--- src/rtl/sram_req_arbiter.sv ---
// Two-requester (fetch / data) arbiter onto one SRAM-like port with in-order response routing.
// Optional accept counters are built when SRAM_ARB_PERF_EN is defined.
module sram_req_arbiter #(
    parameter int MAX_OUTSTANDING = 2,
    parameter int STARVE_LIMIT    = 4
) (
    input  logic        clk,
    input  logic        reset,
    input  logic        inst_req,
    input  logic [31:0] inst_addr,
    output logic        inst_addr_ok,
    output logic        inst_data_ok,
    output logic [31:0] inst_rdata,
    input  logic        data_req,
    input  logic        data_wr,
    input  logic [1:0]  data_size,
    input  logic [3:0]  data_wstrb,
    input  logic [31:0] data_addr,
    input  logic [31:0] data_wdata,
    output logic        data_addr_ok,
    output logic        data_data_ok,
    output logic [31:0] data_rdata,
    output logic        mem_req,
    output logic        mem_wr,
    output logic [1:0]  mem_size,
    output logic [3:0]  mem_wstrb,
    output logic [31:0] mem_addr,
    output logic [31:0] mem_wdata,
    input  logic        mem_addr_ok,
    input  logic        mem_data_ok,
    input  logic [31:0] mem_rdata,
    output logic [31:0] perf_inst_cnt,
    output logic [31:0] perf_data_cnt
);

    localparam int STV_W = $clog2(STARVE_LIMIT + 1);
    localparam logic [STV_W-1:0] STV_MAX = STV_W'(STARVE_LIMIT);

    typedef enum logic { OWN_INST = 1'b0, OWN_DATA = 1'b1 } owner_t;

    // Storage is always 4 deep; pointers wrap at MAX_OUTSTANDING so only that many are used.
    logic [3:0]       fifo;
    logic [1:0]       wr_ptr;
    logic [1:0]       rd_ptr;
    logic [2:0]       count;
    logic             lock;
    owner_t           lock_id;
    logic [STV_W-1:0] starve;

    owner_t grant;
    owner_t head;
    logic   full;
    logic   accept;
    logic   pop;

    function automatic logic [1:0] next_ptr(input logic [1:0] p);
        if (p == 2'(MAX_OUTSTANDING - 1)) begin
            return 2'd0;
        end else begin
            return p + 2'd1;
        end
    endfunction

    assign full   = (count == 3'(MAX_OUTSTANDING));
    assign head   = owner_t'(fifo[rd_ptr]);
    assign accept = mem_req & mem_addr_ok;
    assign pop    = !reset & mem_data_ok & (count != 3'd0);

    // Grant selection: a held request keeps its owner until memory takes it.
    always_comb begin
        grant = OWN_INST;
        if (lock) begin
            grant = lock_id;
        end else if (inst_req && (!data_req || starve == STV_MAX)) begin
            grant = OWN_INST;
        end else if (data_req) begin
            grant = OWN_DATA;
        end else begin
            grant = OWN_INST;
        end
    end

    // Request path and field mux toward memory, all forced low during reset.
    always_comb begin
        mem_req   = !reset && !full && (lock || inst_req || data_req);
        mem_wr    = 1'b0;
        mem_size  = 2'd0;
        mem_wstrb = 4'd0;
        mem_addr  = 32'd0;
        mem_wdata = 32'd0;
        if (!reset && grant == OWN_DATA) begin
            mem_wr    = data_wr;
            mem_size  = data_size;
            mem_wstrb = data_wstrb;
            mem_addr  = data_addr;
            mem_wdata = data_wdata;
        end else if (!reset) begin
            mem_size  = 2'd2;
            mem_addr  = inst_addr;
        end else begin
            mem_req   = 1'b0;
        end
    end

    assign inst_addr_ok = accept & (grant == OWN_INST);
    assign data_addr_ok = accept & (grant == OWN_DATA);
    assign inst_data_ok = pop & (head == OWN_INST);
    assign data_data_ok = pop & (head == OWN_DATA);
    assign inst_rdata   = reset ? 32'd0 : mem_rdata;
    assign data_rdata   = reset ? 32'd0 : mem_rdata;

    // Owner FIFO and occupancy; push and pop in one cycle leave count unchanged.
    always_ff @(posedge clk or posedge reset) begin
        if (reset) begin
            fifo   <= 4'd0;
            wr_ptr <= 2'd0;
            rd_ptr <= 2'd0;
            count  <= 3'd0;
        end else begin
            if (accept) begin
                fifo[wr_ptr] <= grant;
                wr_ptr       <= next_ptr(wr_ptr);
            end
            if (pop) begin
                rd_ptr <= next_ptr(rd_ptr);
            end
            case ({accept, pop})
                2'b10:   count <= count + 3'd1;
                2'b01:   count <= count - 3'd1;
                default: count <= count;
            endcase
        end
    end

    // Lock and starvation tracking.
    always_ff @(posedge clk or posedge reset) begin
        if (reset) begin
            lock    <= 1'b0;
            lock_id <= OWN_INST;
            starve  <= '0;
        end else begin
            if (accept) begin
                lock <= 1'b0;
            end else if (mem_req) begin
                lock    <= 1'b1;
                lock_id <= grant;
            end else begin
                lock <= lock;
            end
            if (!inst_req || (accept && grant == OWN_INST)) begin
                starve <= '0;
            end else if (accept && starve != STV_MAX) begin
                starve <= starve + STV_W'(1);
            end else begin
                starve <= starve;
            end
        end
    end

`ifdef SRAM_ARB_PERF_EN
    // Accepted-request counters, wrapping naturally at 2^32.
    always_ff @(posedge clk or posedge reset) begin
        if (reset) begin
            perf_inst_cnt <= 32'd0;
            perf_data_cnt <= 32'd0;
        end else begin
            if (inst_addr_ok) begin
                perf_inst_cnt <= perf_inst_cnt + 32'd1;
            end
            if (data_addr_ok) begin
                perf_data_cnt <= perf_data_cnt + 32'd1;
            end
        end
    end
`else
    assign perf_inst_cnt = 32'd0;
    assign perf_data_cnt = 32'd0;
`endif

endmodule

--- config.mk ---
export PLATFORM = sky130hd
export DESIGN_NAME = sram_req_arbiter
export DESIGN_NICKNAME = d
export VERILOG_FILES = /design/src/rtl/sram_req_arbiter.sv
export SDC_FILE = /design/constraint.sdc
export NUM_CORES = 1
export LEC_CHECK = 0
export ABC_AREA = 1
export BUFFER_PORTS_ARGS = -buffer_cell sky130_fd_sc_hd__buf_4
export CORE_AREA = 2 2 132 134
export DETAILED_ROUTE_END_ITERATION = 8
export DIE_AREA = 0 0 134 136
export HOLD_SLACK_MARGIN = 0.06
export PLACE_DENSITY = 0.55
export SETUP_SLACK_MARGIN = 0.3
export SLEW_MARGIN = 40
export SYNTH_ARGS = -nofsm -noshare
export SYNTH_HDL_FRONTEND = slang
export SYNTH_SLANG_ARGS = --single-unit
--- constraint.sdc ---
create_clock -name clk -period 2.7 [get_ports clk]
set_input_delay 0.27 -clock clk [delete_from_list [all_inputs] [get_ports clk]]
set_output_delay 0.27 -clock clk [all_outputs]
set_load 0.01 [all_outputs]
==> impl_metrics.toml, run 1 <==
[flow_run]
cap_violations = 0

[synthesis]
netlist_area_um2 = 2750
synth-seq-area-share_pct = 14.6
ys_warn_count = 0
netlist.area_leader.share_pct = 27.3
synth_cells = 464
synth.area.top_cells = "buf_4 (27%), dfrtp_1 (15%), inv_1 (12%)"
synth_top_area_cell = "buf_4"
ys_types = 29
ys_ff_latch = 16
postSynthAreaPerCell_um2 = 5.92

[layout]
num-nets-final = 846
synthToLayoutAreaGrowth_pct = 71.0
mostFrequentLayoutCell = "buf_4"
num_antenna_cells = 0
final_cell_mix = "buf_4 (284), inv_1 (87), nor2_1 (82)"
drive_gt1_share_pct = 44.0

[floorplanning]
die_w_um = 134
initial_core_util_pct = 16.3
coreArea_um2 = 16900
fp-row-count = 48
floorplan.die_area_um2 = 18200
die_y_um = 136
ios = 345

[cts]
cts_made_buffers = 3
cts_sinks = 16
cts_buffer_depth = 2
insertion_delay_ns = 0.25
h-tree-depth = 1
path_clk_slew_ns = 0.05
root_buffer = "clkbuf_16"
cts_tree = "yes"

[grt]
grt_pass1_vias = 3146
grt_max_degree = 84
antenna_found_initial = 0
grt-ovfl-total = 0
grtUsageTotal_pct = 10.9
grt_pass1_wl_um = 15900

[sta]
hold_viol_final = 0
max_freq_mhz = 464
skew_ns = 0.00260
min_period_over_period_pct = 79.9
setup_slack_ns = 0.543
rsz0062_at_grt = "no"
fin_crit_ns = 2.16
hold_slack_ns = 0.188
tns_ns = 0
setup_viol = 0
slew_viol_final = 0

[status]
status = "finished, final reports clean"

[drt]
routed_wl_um = 11100
drt_iter0_markers = 143
drc = 0
num_vias = 3415
wire_per_inst_um = 12.0
vias_per_cell = 3.69
drt_first_pass_iters = 4
detail-route-antenna-nets = 0

[placement]
gp_congestion = 0.729
detailedPlace.worstSlack_ns = 0.571
placement.io_buffers = 280
hpwlAfterDp_um = 9470

[setup_path]
required_ns = 2.43
crit_arrival_ns = 1.89
critical_path.max_fanout = 26
cp-start-kind = "flip-flop"
r2r-start = "count[2]"
timing.critical_path.to_type = "output port"
r2r_cells = 9
r2r_end = "count[2]"
path_class = "reg -> out"
regToRegSetupSlack_ns = 0.79
startpoint = "starve[0]"
cp-endpoint = "mem_addr[3]"

[pwr]
p_per_area_nw_per_um2 = 435
p_total_mw = 2.04
peakVddDrop_v = 0.000199
p_leak_nw = 2.94

[hold_path]
min_path_type = "in -> async"
-- synthesized netlist by cell type --
library cell  number
buf_4            100
inv_1             87
nor2_1            82
nand3_1           60
nand2_1           57
dfrtp_1           16
nand3_2           10
buf_2              9
o21ai_0            7
a21oi_1            6
clkbuf_1           6
ha_1               3
inv_2              2
nand4_1            2
xnor2_1            2
xor2_1             2
a32o_1             1
and2_1             1
buf_1              1
buf_6              1
buf_8              1
conb_1             1
fa_1               1
nand2_2            1
nand2_4            1
nand4_2            1
nor2_2             1
o21ai_1            1
o21ai_2            1
-- cell type report --
type | count | area, um^2
clock buffer | 4 | 88.8
timing repair buffer | 287 | 2180
fill | 1901 | 12200
inverter | 89 | 342
sequential | 16 | 400
multi-input combinational | 304 | 1400
tap | 225 | 282
-- sequential cells by signal, summed over array words and instances (netlist names) --
name     count
lock         1
lock_id      1
count        3
starve       3
wr_ptr       2
rd_ptr       2
fifo         4
-- cell families after synthesis --
kind of cell	count (synthesis)	share of synthesized area, %
adders and majority gates	4	2.10
buffers and inverters	207	43.1
xor gates and xnor gates	4	1.28
AOI/OAI and AO/OA	16	3.24
other	1	0.137
DFF	16	14.6
and+or+nand+nor	216	35.6
-- worst max-delay path: stages (launching register included) --
cell	delay, ns
dfrtp_1	0.39
inv_1	0.08
ha_1	0.15
nand2_2	0.08
o21ai_2	0.16
nand2_4	0.13
inv_8	0.13
buf_12	0.19
nand3_1	0.09
nand2_1	0.08
buf_4	0.12
-- worst min path at each step --
stage | startpoint | depth (start not counted) | to | slack [ns]
2_1_floorplan | inst_req | 2 | starve[0] | 0.44
3_3_place_gp | fifo[1] | 2 | fifo[1] | 0.47
3_5_place_dp | reset | 3 | starve[1] | 0.47
4_1_cts | reset | 3 | starve[1] | 0.21
5_1_grt | reset | 3 | starve[0] | 0.22
6_report | reset | 3 | starve[1] | 0.19
-- power breakdown --
part | leakage [nW] | internal [mW] | switching [mW]
combinational | 2.69 | 0.612 | 0.717
sequential | 0.205 | 0.326 | 0.0653
clock | 0.0442 | 0.225 | 0.0978
total | 2.94 | 1.16 | 0.880
-- through the flow --
| stage | instance area, um^2 | std cells | utilization (%) |
|---|---|---|---|
| 2_1_floorplan | 2980 | 527 | - |
| 3_3_place_gp | 4580 | 919 | 27.1 |
| 3_5_place_dp | 4580 | 919 | 27.1 |
| 4_1_cts | 4670 | 923 | 27.7 |
| 5_1_grt | 4690 | 925 | 27.8 |
| 6_report | 4690 | 925 | 27.8 |
-- what timing repair did --
item,CTS,global route
setup buffers,0,2
hold buffers,0,0
endpoints found under the setup margin,0,33
gates resized for setup,0,5
-- per-layer routing --
layer	vias up	wire length, um	GRT usage, %
met3	10	1230	2.35
met1	1480	3960	12.2
met4	0	216	3.01
li1	1692	-	-
met2	233	5720	20.6
met5	-	0	0
Note: power is estimated with default switching activity, not from simulation.
==> run 2: changes to the inputs <==
--- a/config.mk
+++ b/config.mk
@@ -5,13 +5,13 @@
 export SDC_FILE = /design/constraint.sdc
 export NUM_CORES = 1
 export LEC_CHECK = 0
-export ABC_AREA = 1
+export ABC_AREA = 0
 export BUFFER_PORTS_ARGS = -buffer_cell sky130_fd_sc_hd__buf_4
-export CORE_AREA = 2 2 132 134
+export CORE_AREA = 2 2 135 137
 export DETAILED_ROUTE_END_ITERATION = 8
-export DIE_AREA = 0 0 134 136
+export DIE_AREA = 0 0 137 139
 export HOLD_SLACK_MARGIN = 0.06
-export PLACE_DENSITY = 0.55
+export PLACE_DENSITY = 0.52
 export SETUP_SLACK_MARGIN = 0.3
 export SLEW_MARGIN = 40
 export SYNTH_ARGS = -nofsm -noshare
==> constraint.sdc (replaced) <==
create_clock -name clk -period 2.25 [get_ports clk]
set_input_delay 0.225 -clock clk [delete_from_list [all_inputs] [get_ports clk]]
set_output_delay 0.225 -clock clk [all_outputs]
set_load 0.01 [all_outputs]
==> impl_metrics.toml, run 2 <==
[sta]
rsz0062_at_grt = "yes"
worstMarginPinSlew_ns = 0.572
setup_slack_ns = 0.0327
hold_slack_ns = 0.190
max_freq_mhz = 451
slew_viol_final = 0
min_period_over_period_pct = 98.5
hold_viol_final = 0
skew_ns = 0.00467
slew-limit-headroom_pct = 61.9
fin_crit_ns = 2.22
setup_viol = 0

[synthesis]
ys_top_cells_by_count = "buf_4 (99), nand2_1 (69), and3_1 (40), nor2b_1 (34), a21oi_1 (32)"
synth_top_family_by_area = "buffers and inverters"
synth.most_common_cell = "buf_4"
netlist.area_leader.share_pct = 29.0
synth-seq-area-share_pct = 15.6
synth_top_area_cell = "buf_4"
netlist_area_um2 = 2560
synthAdderAreaFrac_pct = 2.24
synth-simple-area-share_pct = 32.0
synth_cells = 373
synthArstFlopShare_pct = 100
ys.flop_type = "dfrtp_1"
synth_compound_area_share_pct = 11.6
ys_ff_latch = 16
ys_types = 38
postSynthAreaPerCell_um2 = 6.88
synth.area.top_cells = "buf_4 (29%), dfrtp_1 (16%), nand2_1 (10%)"
muxShareOfSynthArea_pct = 3.02
synth-xor-area-share_pct = 1.71
ys_warn_count = 0
synth_edf_count = 0

[layout]
num-nets-final = 773
drive_gt1_share_pct = 66.0
mostFrequentLayoutCell = "buf_4"
largest_reg_flops = 4
final_cell_mix = "buf_4 (257), conb_1 (64), nand2_1 (50)"
fillCellCount = 1915
num_antenna_cells = 0
top_register = "fifo"
synthToLayoutAreaGrowth_pct = 115
top_regs = "fifo (4), count (3), starve (3)"
multi_input_area_um2 = 2030
seqCellArea_um2 = 402

[cts]
root_buffer = "clkbuf_16"
cts_buffer_depth = 2
path_clk_slew_ns = 0.05
cts_tree = "yes"
insertion_delay_ns = 0.25
cts_made_buffers = 3
h-tree-depth = 1
cts_sinks = 16
hold_buffers = 0

[floorplanning]
initial_core_util_pct = 14.5
fp-row-count = 49
coreArea_um2 = 17700
die_w_um = 137
ios = 345
floorplan.die_area_um2 = 19000
die_y_um = 139

[status]
status = "finished, final reports clean"

[grt]
grtUsageTotal_pct = 11.1
grt_pass1_wl_um = 16700
grt_max_degree = 67
grt_pass1_vias = 3070
grt-ovfl-total = 0
antenna_found_initial = 0

[setup_path]
regToRegSetupSlack_ns = 0.40
r2r_end = "starve[0]"
required_ns = 2.03
crit_arrival_ns = 1.99
crit_chain = "inv_2 > ha_4 > and3_4 > o31ai_4 > buf_6 > buf_6 > buf_12 > buf_16 > nand2_4 > a21oi_2 > buf_4"
critical_path.max_fanout = 5
r2r-start = "starve[0]"
cpPeakStageDelay_ns = 0.37
r2r_cells = 10
crit_top_cell = "buf_6"
critical_path.slowest_cell = "dfrtp_1"
timing.critical_path.to_type = "output port"
cp-start-kind = "flip-flop"
path_class = "reg -> out"

[placement]
detailedPlace.worstSlack_ns = 0.166
hpwlAfterDp_um = 8320
placement.io_buffers = 280
gp_congestion = 0.729

[pwr]
peakVddDrop_v = 0.000468
p_leak_nw = 2.87
p_per_area_nw_per_um2 = 709

[drt]
drt_iter0_markers = 95
num_vias = 3215
detail-route-antenna-nets = 0
routed_wl_um = 12300
drt_first_pass_iters = 5
wire_per_inst_um = 14.3
vias_per_cell = 3.76
drc = 0

[hold_path]
min_path_type = "in -> async"

[flow_run]
cap_violations = 0
[run 2: cell types whose count changed after synthesis, sizes merged, moves of 10 or more]
cell	change
nand2	+10
nor2	-72
a21oi	+26
nor2b	+34
inv	-80
and3	+40
nand3	-68
clkbuf	+12
[run 2: final cells by class]
| cell class | count | area share [%] |
|---|---|---|
| inverters | 9 | 0.613 |
| well taps | 229 | 5.20 |
| multi-input cells | 290 | 36.8 |
| repair buffers | 308 | 48.5 |
| clock buffers | 4 | 1.61 |
| flip-flops and latches | 16 | 7.28 |
[run 2: power by group]
part	leakage [nW]	total, mW	switching [mW]	internal, mW
registers	0.204	0.472	0.0984	0.373
logic	2.62	3.05	1.42	1.63
clock network	0.0442	0.386	0.116	0.270
[run 2: metrics by stage]
step	setup TNS, ns	total power [mW]	utilization [%]	instance area (um^2)	cells
final	0	3.91	31.2	5520	856
after detailed placement	0	2.47	26.0	4590	830
after global placement	0	2.46	26.0	4590	830
after floorplan	0	1.69	-	2940	436
after CTS	-0.00591	3.82	30.8	5430	853
after global routing	-1.05	4.18	31.2	5520	856
[run 2: worst max-delay path: cells and delay by family, from the launching register on]
kind / cells / cell delay, ns
and+or+nand+nor: 2 / 0.23
AOI/OAI and AO/OA: 2 / 0.31
buffers and inverters: 6 / 0.68
adders and majority gates: 1 / 0.15
DFF: 1 / 0.37
[run 2: how the worst max path moves through the flow]
stage               from            to  slack, ns  cells after the start
2_1_floorplan       lock      count[2]       0.32                      9
3_3_place_gp   starve[0]   mem_addr[4]       0.18                      8
3_5_place_dp   starve[0]   mem_addr[0]       0.17                      8
4_1_cts        starve[0]  mem_addr[27]     -0.003                     10
5_1_grt        starve[1]   mem_addr[5]      -0.06                     10
6_report       starve[0]   mem_addr[4]       0.03                     11
[run 2: logic make-up after synthesis]
logic type,Yosys count
AO/OA/AOI/OAI,48
XOR/XNOR,5
adder cells (fa/ha/maj),4
buffers and inverters,130
flip-flops,16
multiplexers,6
other,1
AND/OR/NAND/NOR,163
[run 2: timing repair]
item,CTS,global route
pin swaps,37,4
hold endpoints to repair,0,0
setup endpoints to repair,74,76
buffers inserted,13,1
gates resized for setup,121,8
cloned,6,2
[run 2: routing by layer]
metal | GRT usage [%] | routed length, um | up-vias
met5 | 0 | 0 | -
met4 | 2.22 | 59 | 0
met3 | 1.21 | 898 | 6
met2 | 21.3 | 6660 | 159
met1 | 13.0 | 4640 | 1484
li1 | - | - | 1566
